### src/rtl/servo_pwm_bank_if.sv
// Register-side write port of servo_pwm_bank: a one-cycle strobe carrying a
// channel index and a pulse width in UI.
interface servo_pwm_bank_if #(
    parameter int NUM_CH = 8,
    parameter int PW_W   = 12
);
    localparam int CH_W = (NUM_CH > 1) ? $clog2(NUM_CH) : 1;

    logic            wr_en;
    logic [CH_W-1:0] wr_ch;
    logic [PW_W-1:0] wr_data;

    modport master (output wr_en, wr_ch, wr_data);
    modport slave  (input  wr_en, wr_ch, wr_data);
endinterface

### src/rtl/servo_pwm_bank.sv
// Multi-channel servo PWM generator with shared UI prescaler/frame timer and
// frame-synchronous width commit. Define SERVO_PWM_SLEW_EN for per-frame slew limiting.
module servo_pwm_bank #(
    parameter int NUM_CH    = 8,
    parameter int PW_W      = 12,
    parameter int UI_DIV    = 100,
    parameter int FRAME_UI  = 20000,
    parameter int SLEW_STEP = 16
) (
    input  logic              clk,
    input  logic              rst,
    servo_pwm_bank_if.slave   wr,
    input  logic [NUM_CH-1:0] ch_en,
    input  logic              io_enb,
    output logic              sof,
    output logic [NUM_CH-1:0] ch_active,
    output logic [NUM_CH-1:0] pwm_out,
    output logic [NUM_CH-1:0] pwm_oe
);
    localparam int CH_W = (NUM_CH > 1) ? $clog2(NUM_CH) : 1;
    localparam int PS_W = $clog2(UI_DIV);
    localparam int FC_W = $clog2(FRAME_UI);
    // Clamp compare runs wide enough for both the shadow value and FRAME_UI-1.
    localparam int CW   = (PW_W > FC_W) ? PW_W : FC_W;

    localparam logic [PS_W-1:0] PS_LAST = PS_W'(UI_DIV - 1);
    localparam logic [FC_W-1:0] FC_LAST = FC_W'(FRAME_UI - 1);
    localparam logic [CW-1:0]   W_LIMIT = CW'(FRAME_UI - 1);

    typedef enum logic [1:0] {
        S_IDLE,
        S_HIGH,
        S_LOW
    } ch_state_t;

    logic [PS_W-1:0] presc_reg;
    logic [PS_W-1:0] presc_next;
    logic [FC_W-1:0] frame_reg;
    logic [FC_W-1:0] frame_next;
    logic            tick;

    assign tick = (presc_reg == PS_LAST);
    assign sof  = tick && (frame_reg == '0);

    always_comb begin
        presc_next = presc_reg + PS_W'(1);
        frame_next = frame_reg;
        if (tick) begin
            presc_next = '0;
            frame_next = (frame_reg == FC_LAST) ? '0 : frame_reg + FC_W'(1);
        end
    end

    always_ff @(posedge clk or posedge rst) begin
        if (rst) begin
            presc_reg <= '0;
            frame_reg <= '0;
        end else begin
            presc_reg <= presc_next;
            frame_reg <= frame_next;
        end
    end

    generate
        for (genvar gi = 0; gi < NUM_CH; gi++) begin : g_ch
            ch_state_t       state_reg;
            ch_state_t       state_next;
            logic [PW_W-1:0] shadow_reg;
            logic [PW_W-1:0] cnt_reg;
            logic [PW_W-1:0] cnt_next;
            logic [PW_W-1:0] clamp_w;
            logic [PW_W-1:0] commit_w;
            logic            active_reg;
            logic            active_next;
            logic            oe_reg;
            logic            oe_next;
            logic            pwm_reg;
            logic            wr_hit;

            // Indices at or beyond NUM_CH match no channel and are dropped.
            assign wr_hit  = wr.wr_en && (wr.wr_ch == CH_W'(gi));
            assign clamp_w = (CW'(shadow_reg) > W_LIMIT) ? PW_W'(W_LIMIT) : shadow_reg;

`ifdef SERVO_PWM_SLEW_EN
            localparam int STEP_C = (SLEW_STEP < (2**PW_W - 1)) ? SLEW_STEP : (2**PW_W - 1);
            localparam logic [PW_W-1:0] STEP_V = PW_W'(STEP_C);

            logic [PW_W-1:0] width_reg;
            logic [PW_W-1:0] up_diff;
            logic [PW_W-1:0] dn_diff;

            assign up_diff = clamp_w - width_reg;
            assign dn_diff = width_reg - clamp_w;

            // Step is applied only when the target is further than one step away,
            // so the result never overshoots and never wraps.
            always_comb begin
                commit_w = clamp_w;
                if (active_reg) begin
                    if ((clamp_w > width_reg) && (up_diff > STEP_V)) begin
                        commit_w = width_reg + STEP_V;
                    end else if ((clamp_w < width_reg) && (dn_diff > STEP_V)) begin
                        commit_w = width_reg - STEP_V;
                    end
                end
            end

            always_ff @(posedge clk or posedge rst) begin
                if (rst) begin
                    width_reg <= '0;
                end else if (sof) begin
                    width_reg <= commit_w;
                end
            end
`else
            assign commit_w = clamp_w;
`endif

            always_comb begin
                state_next  = state_reg;
                cnt_next    = cnt_reg;
                active_next = active_reg;
                oe_next     = oe_reg;
                if (sof) begin
                    active_next = ch_en[gi];
                    cnt_next    = commit_w;
                    state_next  = (ch_en[gi] && (commit_w != '0)) ? S_HIGH : S_IDLE;
                end else if (tick && (state_reg == S_HIGH)) begin
                    cnt_next = cnt_reg - PW_W'(1);
                    if (cnt_reg == PW_W'(1)) begin
                        state_next = S_LOW;
                    end
                end
                if (!io_enb) begin
                    oe_next = 1'b0;
                end else if (sof) begin
                    oe_next = ch_en[gi];
                end
            end

            always_ff @(posedge clk or posedge rst) begin
                if (rst) begin
                    state_reg  <= S_IDLE;
                    shadow_reg <= '0;
                    cnt_reg    <= '0;
                    active_reg <= 1'b0;
                    oe_reg     <= 1'b0;
                    pwm_reg    <= 1'b0;
                end else begin
                    if (wr_hit) begin
                        shadow_reg <= wr.wr_data;
                    end
                    state_reg  <= state_next;
                    cnt_reg    <= cnt_next;
                    active_reg <= active_next;
                    oe_reg     <= oe_next;
                    pwm_reg    <= (state_next == S_HIGH);
                end
            end

            assign ch_active[gi] = active_reg;
            assign pwm_out[gi]   = pwm_reg;
            assign pwm_oe[gi]    = oe_reg;
        end
    endgenerate
endmodule

### src/flat_wrapper.sv
// flat-port wrapper written by rule: the top's interface ports become plain ports
module servo_pwm_bank_flat 
#(
    parameter int NUM_CH    = 8,
    parameter int PW_W      = 12,
    parameter int UI_DIV    = 100,
    parameter int FRAME_UI  = 20000,
    parameter int SLEW_STEP = 16
)
  (clk, rst, ch_en, io_enb, sof, ch_active, pwm_out, pwm_oe, wr_wr_en, wr_wr_ch, wr_wr_data);
  servo_pwm_bank_if #(.NUM_CH(NUM_CH), .PW_W(PW_W)) wr_i ();
  input  logic clk;
  input  logic rst;
  input  logic [NUM_CH-1:0] ch_en;
  input  logic io_enb;
  output logic sof;
  output logic [NUM_CH-1:0] ch_active;
  output logic [NUM_CH-1:0] pwm_out;
  output logic [NUM_CH-1:0] pwm_oe;
  input wire logic [$bits(wr_i.wr_en)-1:0] wr_wr_en;
  input wire logic [$bits(wr_i.wr_ch)-1:0] wr_wr_ch;
  input wire logic [$bits(wr_i.wr_data)-1:0] wr_wr_data;
  assign wr_i.wr_en = wr_wr_en;
  assign wr_i.wr_ch = wr_wr_ch;
  assign wr_i.wr_data = wr_wr_data;
  servo_pwm_bank #(.NUM_CH(NUM_CH), .PW_W(PW_W), .UI_DIV(UI_DIV), .FRAME_UI(FRAME_UI), .SLEW_STEP(SLEW_STEP)) u_core (.clk(clk), .rst(rst), .wr(wr_i), .ch_en(ch_en), .io_enb(io_enb), .sof(sof), .ch_active(ch_active), .pwm_out(pwm_out), .pwm_oe(pwm_oe));
endmodule
### config.mk
export PLATFORM = sky130hd
export DESIGN_NAME = servo_pwm_bank_flat
export DESIGN_NICKNAME = d
export VERILOG_FILES = /design/src/rtl/servo_pwm_bank_if.sv /design/src/rtl/servo_pwm_bank.sv /design/src/flat_wrapper.sv
export SDC_FILE = /design/constraint.sdc
export NUM_CORES = 1
export LEC_CHECK = 0
export BUFFER_PORTS_ARGS = -buffer_cell sky130_fd_sc_hd__buf_4
export CAP_MARGIN = 20
export CORE_MARGIN = 4
export CORE_UTILIZATION = 25
export DETAILED_ROUTE_END_ITERATION = 16
export PLACE_DENSITY_LB_ADDON = 0.12
export SYNTH_ARGS = -nofsm -noshare
export SYNTH_HDL_FRONTEND = slang
export SYNTH_SLANG_ARGS = --single-unit
### constraint.sdc
create_clock -name clk -period 8.78 [get_ports clk]
set_clock_uncertainty 0.1 [all_clocks]
set_input_delay 0.878 -clock clk [delete_from_list [all_inputs] [get_ports clk]]
set_output_delay 0.878 -clock clk [all_outputs]
set_load 0.02 [all_outputs]
Yosys cells after proc, flatten, opt, wreduce, memory -nomap -nowiden
Cells that the tools add are included.

$add $sub $neg: 10. Order comparisons: 8. Eq/ne operators: 34. Multiplexer cells: 74. Reduce and logical (&&, ||, !) cells: 43.

Operators with widths (count): $mux 12 (24); $gt 12x15->1 const B (8); $eq 12x1->1 const B (8); $reduce_bool 12->1 (8); $sub 12x1->12 const B (8); $mux 2 (24); $eq 2x1->1 const B (16); $logic_and 1x1->1 (25); $mux 1 (24); $reduce_bool 2->1 (8); $add 15x1->15 const B (1); $eq 15x15->1 const B (1); $logic_not 15->1 (1); $mux 15 (1); $eq 3x3->1 const B (4); $add 7x1->7 const B (1); $eq 7x7->1 const B (1); $mux 7 (1); $eq 3x2->1 const B (2); $eq 3x1->1 const B (1); $logic_not 3->1 (1); $ne 2x1->1 const B (1).

Register bits: 254. Input port bits: 27. Output and inout bits: 25. Logic and storage cells: 219.

Logic depth before layout (Yosys ltp)
Gate-level depths: netlist of run 1.

Word-level depth: 7. Mapped depth: 8. Gate-level depth less buffers: 7.

Worst setup path before layout of run 1
OpenSTA, ideal clock, no wires.

Path kind: reg-to-output. Start: register u_core.frame_reg[0]. End: output port sof. Data arrival time: 1.664 ns. Required time: 7.802 ns. Path slack: 6.138 ns. Stages on the path, launching flop included: 8. Path buffers: 1. Cell sequence: dfrtp_1 > inv_1 > ha_1 > nor4b_1 > and4_1 > nand2_1 > inv_1 > clkbuf_1.

Cells in the longest elaborated chain, start to end: 2.

Ends and longest elaborated chain: start, declared (RTL line servo_pwm_bank.sv:38) `logic [FC_W-1:0] frame_reg;`; start signal, assigned (RTL line servo_pwm_bank.sv:60) `frame_reg <= frame_next;`; $logic_not 15->1 (RTL line servo_pwm_bank.sv:43) `assign sof = tick && (frame_reg == '0);`; $logic_and 1x1->1 (RTL line servo_pwm_bank.sv:43); end, declared (RTL line flat_wrapper.sv:16) `output logic sof;`.

No other way between the ends.

Final worst setup path of run 1
Start: register u_core.frame_reg[8]. End: output port sof.

The elaborated chain is that of the path after synthesis.

==> metrics.csv, run 1 <==
metric,value,unit
largest stage delay on the critical path,0.67,ns
Num CTS Buffers,30,
"EDFF count, synth",0,
post-cts sizing count,0,
Clk pwr share,0.450,
core area,49200,um^2
hold crit path type,in2async,
"Net count, final",1218,
XOR/XNOR Fraction of Synth Area,0.0443,
Worst VDD drop,0.000136,V
DR WL/cell,20.3,um
postcts setup bufs,0,
Synth Area in Adders,0.0191,
Pint,2.10,mW
Clock H-tree levels,1,
"most common cell after layout, fill and taps aside",dfrtp_1,
crit path launch type,flop,
Seq pwr share,0.490,
drt via density,5.01,
Bufs on Longest Clock Path,3,
Net Sw Power,690,uW
Simple-Gate Fraction of Synth Area,0.188,
Overflow after GRT,0,
Yosys reg bits,254,
critical-path maximum fanout,66,
PortBufs,51,
"commonest non-fill, non-tap cells in the layout","254 x dfrtp_1, 104 x mux2_2, 99 x o21ai_0",
critical-path cell list,"nor4_1, and4_2, buf_4, nand2_2, buf_4, inv_2, buf_4",
post-synthesis cell type count,57,
"Seq/Total Area, Yosys",0.510,
Leakage,5.84,nW
Worst R2R Setup Slack,5.17,ns
multiplexer share of the synthesized area,0.0964,
Initial Util,0.254,
share of cells above drive strength 1,0.215,
detailed-route via count,9314,
Fin. Hold Viols,0,
die area,53500,um^2
Root Driver,clkbuf_16,
status,completed,
Setup crit end kind,primary output,
CP required,7.80,ns
worst-margin pin slew,1.07,ns
fin area,14400,um^2
CTS Sinks,254,
most frequent CP cell,buf_4,
hold slack,0.272,ns
GPL Wtd Cong,0.726,
DRC,0,
post-DP HPWL,23400,um
async set-reset flop share out of synthesis,1.00,
max cap viols,0,
Total GRT Usage,0.141,
RR Endpoint,u_core.g_ch[2].cnt_reg[7],
ys flop type,dfrtp_1,
Combinational Power Share,0.061,
RSZ-0062 raised after global routing,no,
"Setup violations, final",0,
Pins Over Slew Limit,0,
reg2reg path depth,8,
cts hold-fix bufs,0,
"Clk pin slew, worst setup/hold paths",0.06,ns
synthesized instance count,1160,
Syn Nets,1206,
die boundary width,231,um
initial antenna violation count,0,
worst skew pair latency,0.57,ns
Placed Area,13400,um^2
"slowest stage cell, crit path",buf_4,
CTS tree,built,
mapped cell area,12500,um^2
largest net degree at the start of global routing,90,
Total Routed Length,37800,um
Compound-Gate Fraction of Synth Area,0.0993,
Final ANT Viol Nets,0,
Final TNS setup,0,ns
drt pass-1 iters,5,
num rows,81,
Worst Path Buf+Inv,4,
Die Ht,231,um
switching fraction of total power,0.248,
Tcrit/Tclk final,0.476,
Top Ports,52,
first-pass GRT wire length,59600,um
R2R Path Start,u_core.frame_reg[8],
min cycle time layout,4.18,ns
synth-to-layout area growth,15.5,%
Yosys warnings,0,
fmax,239,MHz
initial DRC count,626,
Worst path top cell family by delay,buffers and inverters,
largest family of logic cells by synthesized area,simple AND/OR/NAND/NOR gates,
critical path depth in cells,7,
worst rel slew slack,0.281,
Power Dens Cells,194,nW/um^2
arrival time worst endpoint,3.20,ns
Setup CP Type,reg2out,
vias in the first global route,9643,
syn avg cell area,10.7,um^2
## power by group through the flow
stage          sequential [mW]  clock (mW)  combinational [mW]
3_5_place_dp              1.38           0               0.174
3_3_place_gp              1.38           0               0.172
6_report                  1.36        1.25               0.170
2_1_floorplan             1.34           0               0.123
4_1_cts                   1.36        1.30               0.175
5_1_grt                   1.37        1.34               0.189
## worst register-to-register path: stages, from the launching register on
cell and delay (ns):
dfrtp_1 0.42, nor4_1 0.46, and4_2 0.30, buf_4 0.67, nand2_2 0.10, buf_4 0.39
inv_2 0.16, buf_4 0.57, o21ai_0 0.29
## cells by family after synthesis
group	Yosys count
fa+ha+maj	19
simple gates	398
mux	107
flops	254
buf+inv	115
xor+xnor	63
compound gates	204
## Yosys cell counts, drive strengths merged (4+ instances only)
cell,number,area share
nor3b,4,0.0024
and4,8,0.0056
o31a,6,0.0042
o21a,5,0.0030
and4bb,4,0.0040
nand4,30,0.015
xor2,36,0.025
xnor2,27,0.019
buf,36,0.019
a31oi,32,0.016
nand2b,4,0.0020
nor3,60,0.024
mux2,104,0.094
o22ai,4,0.0020
a31o,6,0.0042
a21oi,16,0.0064
ha,19,0.019
nand4b,6,0.0042
dfrtp,254,0.51
o31ai,18,0.011
nor2,22,0.0066
inv,27,0.0081
or2,6,0.0030
o41ai,7,0.0049
or3,32,0.016
clkbuf,52,0.016
nand2,33,0.0099
nor4bb,5,0.0040
nand3,89,0.036
nor4,48,0.024
o21ai,99,0.040
and3,4,0.0020
or4,22,0.014
## layout make-up
type                    instances  area [um^2]
diodes                          1         2.50
clock buffers                  39          846
clock inverters                15          140
fillers                      5136        34800
inverters                      27          109
multi-input cells             791         5600
flip-flops and latches        254         6360
well taps                     664          831
repair buffers                 68          510
## per-stage QoR
stage | util | total power [mW] | cells | setup slack [ns]
detailed placement | 0.273 | 1.56 | 1804 | 5.14
floorplan | - | 1.47 | 1160 | 0.817
CTS | 0.293 | 2.83 | 1858 | 4.53
global placement | 0.273 | 1.56 | 1804 | 5.13
global route | 0.293 | 2.90 | 1858 | 4.31
finish | 0.293 | 2.79 | 1859 | 4.60
## metal layers
layer  up-vias  global-route usage  part of all wire  wire (um)
met1      4750               0.217              0.52      19600
met3        41              0.0187             0.033       1250
li1       4362                   -                 -          -
met5         -                   0                 0          0
met4         0              0.0246             0.017        644
met2       161               0.214              0.43      16300
## how the worst max path moves through the flow
stage / from / end / slack [ns]
6_report: u_core.frame_reg[8] / sof / 4.60
5_1_grt: u_core.frame_reg[8] / sof / 4.31
4_1_cts: u_core.frame_reg[8] / sof / 4.53
3_5_place_dp: u_core.frame_reg[8] / sof / 5.14
3_3_place_gp: u_core.frame_reg[0] / sof / 5.13
2_1_floorplan: rst / u_core.frame_reg[0] / 0.82
Note: power is estimated with default switching activity, not from simulation.
==> run 2: changes to the inputs <==
- clock period: 8.78 -> 4.3 ns (I/O delays scaled with it)
==> metrics.csv, run 2 (synthesis gave the netlist of run 1 again) <==
metric,value,unit,change
"slowest stage cell, crit path",dfrtp_1,,
Pins Over Slew Limit,0,,unchanged
drt pass-1 iters,5,,unchanged
"most common cell after layout, fill and taps aside",dfrtp_1,,
"Clk pin slew, worst setup/hold paths",0.06,ns,about the same
detailed-route via count,9367,,+0.57%
"commonest non-fill, non-tap cells in the layout","254 x dfrtp_1, 104 x mux2_2, 99 x o21ai_0",,
PortBufs,51,,unchanged
critical-path maximum fanout,21,,-68%
postcts setup bufs,0,,unchanged
"Setup violations, final",0,,unchanged
CP required,3.77,ns,-4.03 ns
most frequent CP cell,buf_4,,
min cycle time layout,3.00,ns,
die area,53500,um^2,unchanged
Final ANT Viol Nets,0,,unchanged
reg2reg path depth,7,,-1
initial antenna violation count,4,,+4
first-pass GRT wire length,59900,um,+0.50%
Worst Hold End,u_core.g_ch[3].active_reg,,
worst skew pair latency,0.57,ns,about the same
Final TNS setup,0,ns,unchanged
die boundary width,231,um,unchanged
Setup CP Type,reg2out,,
Leakage,5.93,nW,+1.5%
Clock H-tree levels,1,,unchanged
num rows,81,,unchanged
Worst R2R Setup Slack,1.44,ns,-3.73 ns
fmax,333,MHz,
worst setup margin,1.30,ns,-3.30 ns
cts hold-fix bufs,1,,+1
Bufs on Longest Clock Path,3,,unchanged
Num CTS Buffers,31,,+3.3%
Root Driver,clkbuf_16,,
min-delay src,ch_en[3],,
Overflow after GRT,0,,unchanged
hold crit path type,in2reg,,
RSZ-0062 raised after global routing,no,,
critical-path cell list,"ha_1, buf_4, nand2b_1, nor2_4, nand2_2, inv_2, buf_4",,
Worst VDD drop,0.000261,V,+92%
pre-CTS setup slack,1.42,ns,-3.72 ns
CTS tree,built,,
vias in the first global route,9604,,-0.40%
Min-Delay Path Depth,3,,
post-DP HPWL,24100,um,+2.9%
DR WL/cell,20.6,um,+1.2%
Power Dens Cells,413,nW/um^2,+110%
worst rel slew slack,0.246,,-0.0355
share of cells above drive strength 1,0.218,,+0.00262
R2R Path Start,u_core.presc_reg[0],,
max cap viols,0,,unchanged
largest net degree at the start of global routing,168,,+87%
CTS Sinks,254,,unchanged
Total Routed Length,38400,um,+1.5%
Worst path top cell family by delay,buffers and inverters,,
Tcrit/Tclk final,0.699,,
status,completed,,
arrival time worst endpoint,2.47,ns,-0.73 ns
Top Ports,52,,unchanged
GPL Wtd Cong,0.751,,+3.4%
Fin. Hold Viols,0,,unchanged
crit path launch type,flop,,
core area,49200,um^2,unchanged
worst-margin pin slew,1.13,ns,+0.0580 ns
Total GRT Usage,0.142,,+0.00134
drt via density,5.03,,+0.30%
Initial Util,0.254,,unchanged
Worst Path Buf+Inv,3,,-1
initial DRC count,496,,-21%
Die Ht,231,um,unchanged
"Net count, final",1221,,+0.25%
synth-to-layout area growth,17.0,%,
RR Endpoint,u_core.frame_reg[8],,
DRC,0,,unchanged
Setup crit end kind,primary output,,
largest stage delay on the critical path,0.39,ns,-0.28 ns
post-cts sizing count,0,,unchanged
-- run 2: cell count changes in the layout (fill, tap and decap cells not counted) --
cell           previous run  this run
clkinv_2                  8         6
buf_4                    68        66
bufinv_16                 2         6
clkinvlp_4                3         2
clkbuf_8                  4         9
dlygate4sd3_1             0         1
clkbuf_1                  4         3
inv_8                     1         0
clkinv_4                  2         0
diode_2                   1         2
buf_12                    0         2
buf_6                     0         1
-- run 2: layout make-up --
cell class,count,area (um^2)
Sequential cell,254,6360
Fill cell,5105,34600
Clock buffer,43,911
Timing Repair Buffer,70,557
Inverter,27,105
Multi-Input combinational cell,791,5600
Tap cell,664,831
Antenna cell,2,5.00
Clock inverter,13,218
-- run 2: tightest hold or removal path, stage by stage --
cell and delay (ns):
buf_4 0.09, nand3_1 0.08, nand2_1 0.06
-- run 2: power breakdown --
part | total (mW) | switching [mW] | internal [mW]
registers | 2.78 | 0.186 | 2.59
clock network | 2.88 | 1.06 | 1.82
logic | 0.354 | 0.162 | 0.192
-- run 2: metrics by stage --
| step | util | hold slack [ns] | power, mW | std cells | area, um^2 |
|---|---|---|---|---|---|
| after floorplan | - | 0.346 | 2.99 | 1160 | 12500 |
| after global placement | 0.273 | 0.372 | 3.18 | 1804 | 13400 |
| after detailed placement | 0.273 | 0.383 | 3.18 | 1805 | 13400 |
| after CTS | 0.296 | 0.00748 | 6.13 | 1862 | 14600 |
| after global routing | 0.296 | 0.0359 | 6.27 | 1862 | 14600 |
| final | 0.297 | 0.0403 | 6.01 | 1864 | 14600 |
-- run 2: worst max path at each step --
stage | depth (start not counted) | start | to
3_3_place_gp | 5 | u_core.presc_reg[4] | u_core.g_ch[7].state_reg[0]
3_5_place_dp | 7 | u_core.presc_reg[0] | u_core.frame_reg[8]
2_1_floorplan | 1 | rst | u_core.frame_reg[0]
6_report | 7 | u_core.presc_reg[0] | sof
5_1_grt | 7 | u_core.presc_reg[0] | sof
4_1_cts | 7 | u_core.presc_reg[0] | sof
-- run 2: metal layers --
layer / vias to the layer above / part of all wire / routed length, um / track usage
met2: 168 / 0.44 / 17100 / 0.221
met3: 50 / 0.034 / 1290 / 0.0200
met1: 4791 / 0.50 / 19200 / 0.210
met5: - / 0 / 0 / 0
li1: 4358 / - / - / -
met4: 0 / 0.022 / 838 / 0.0319
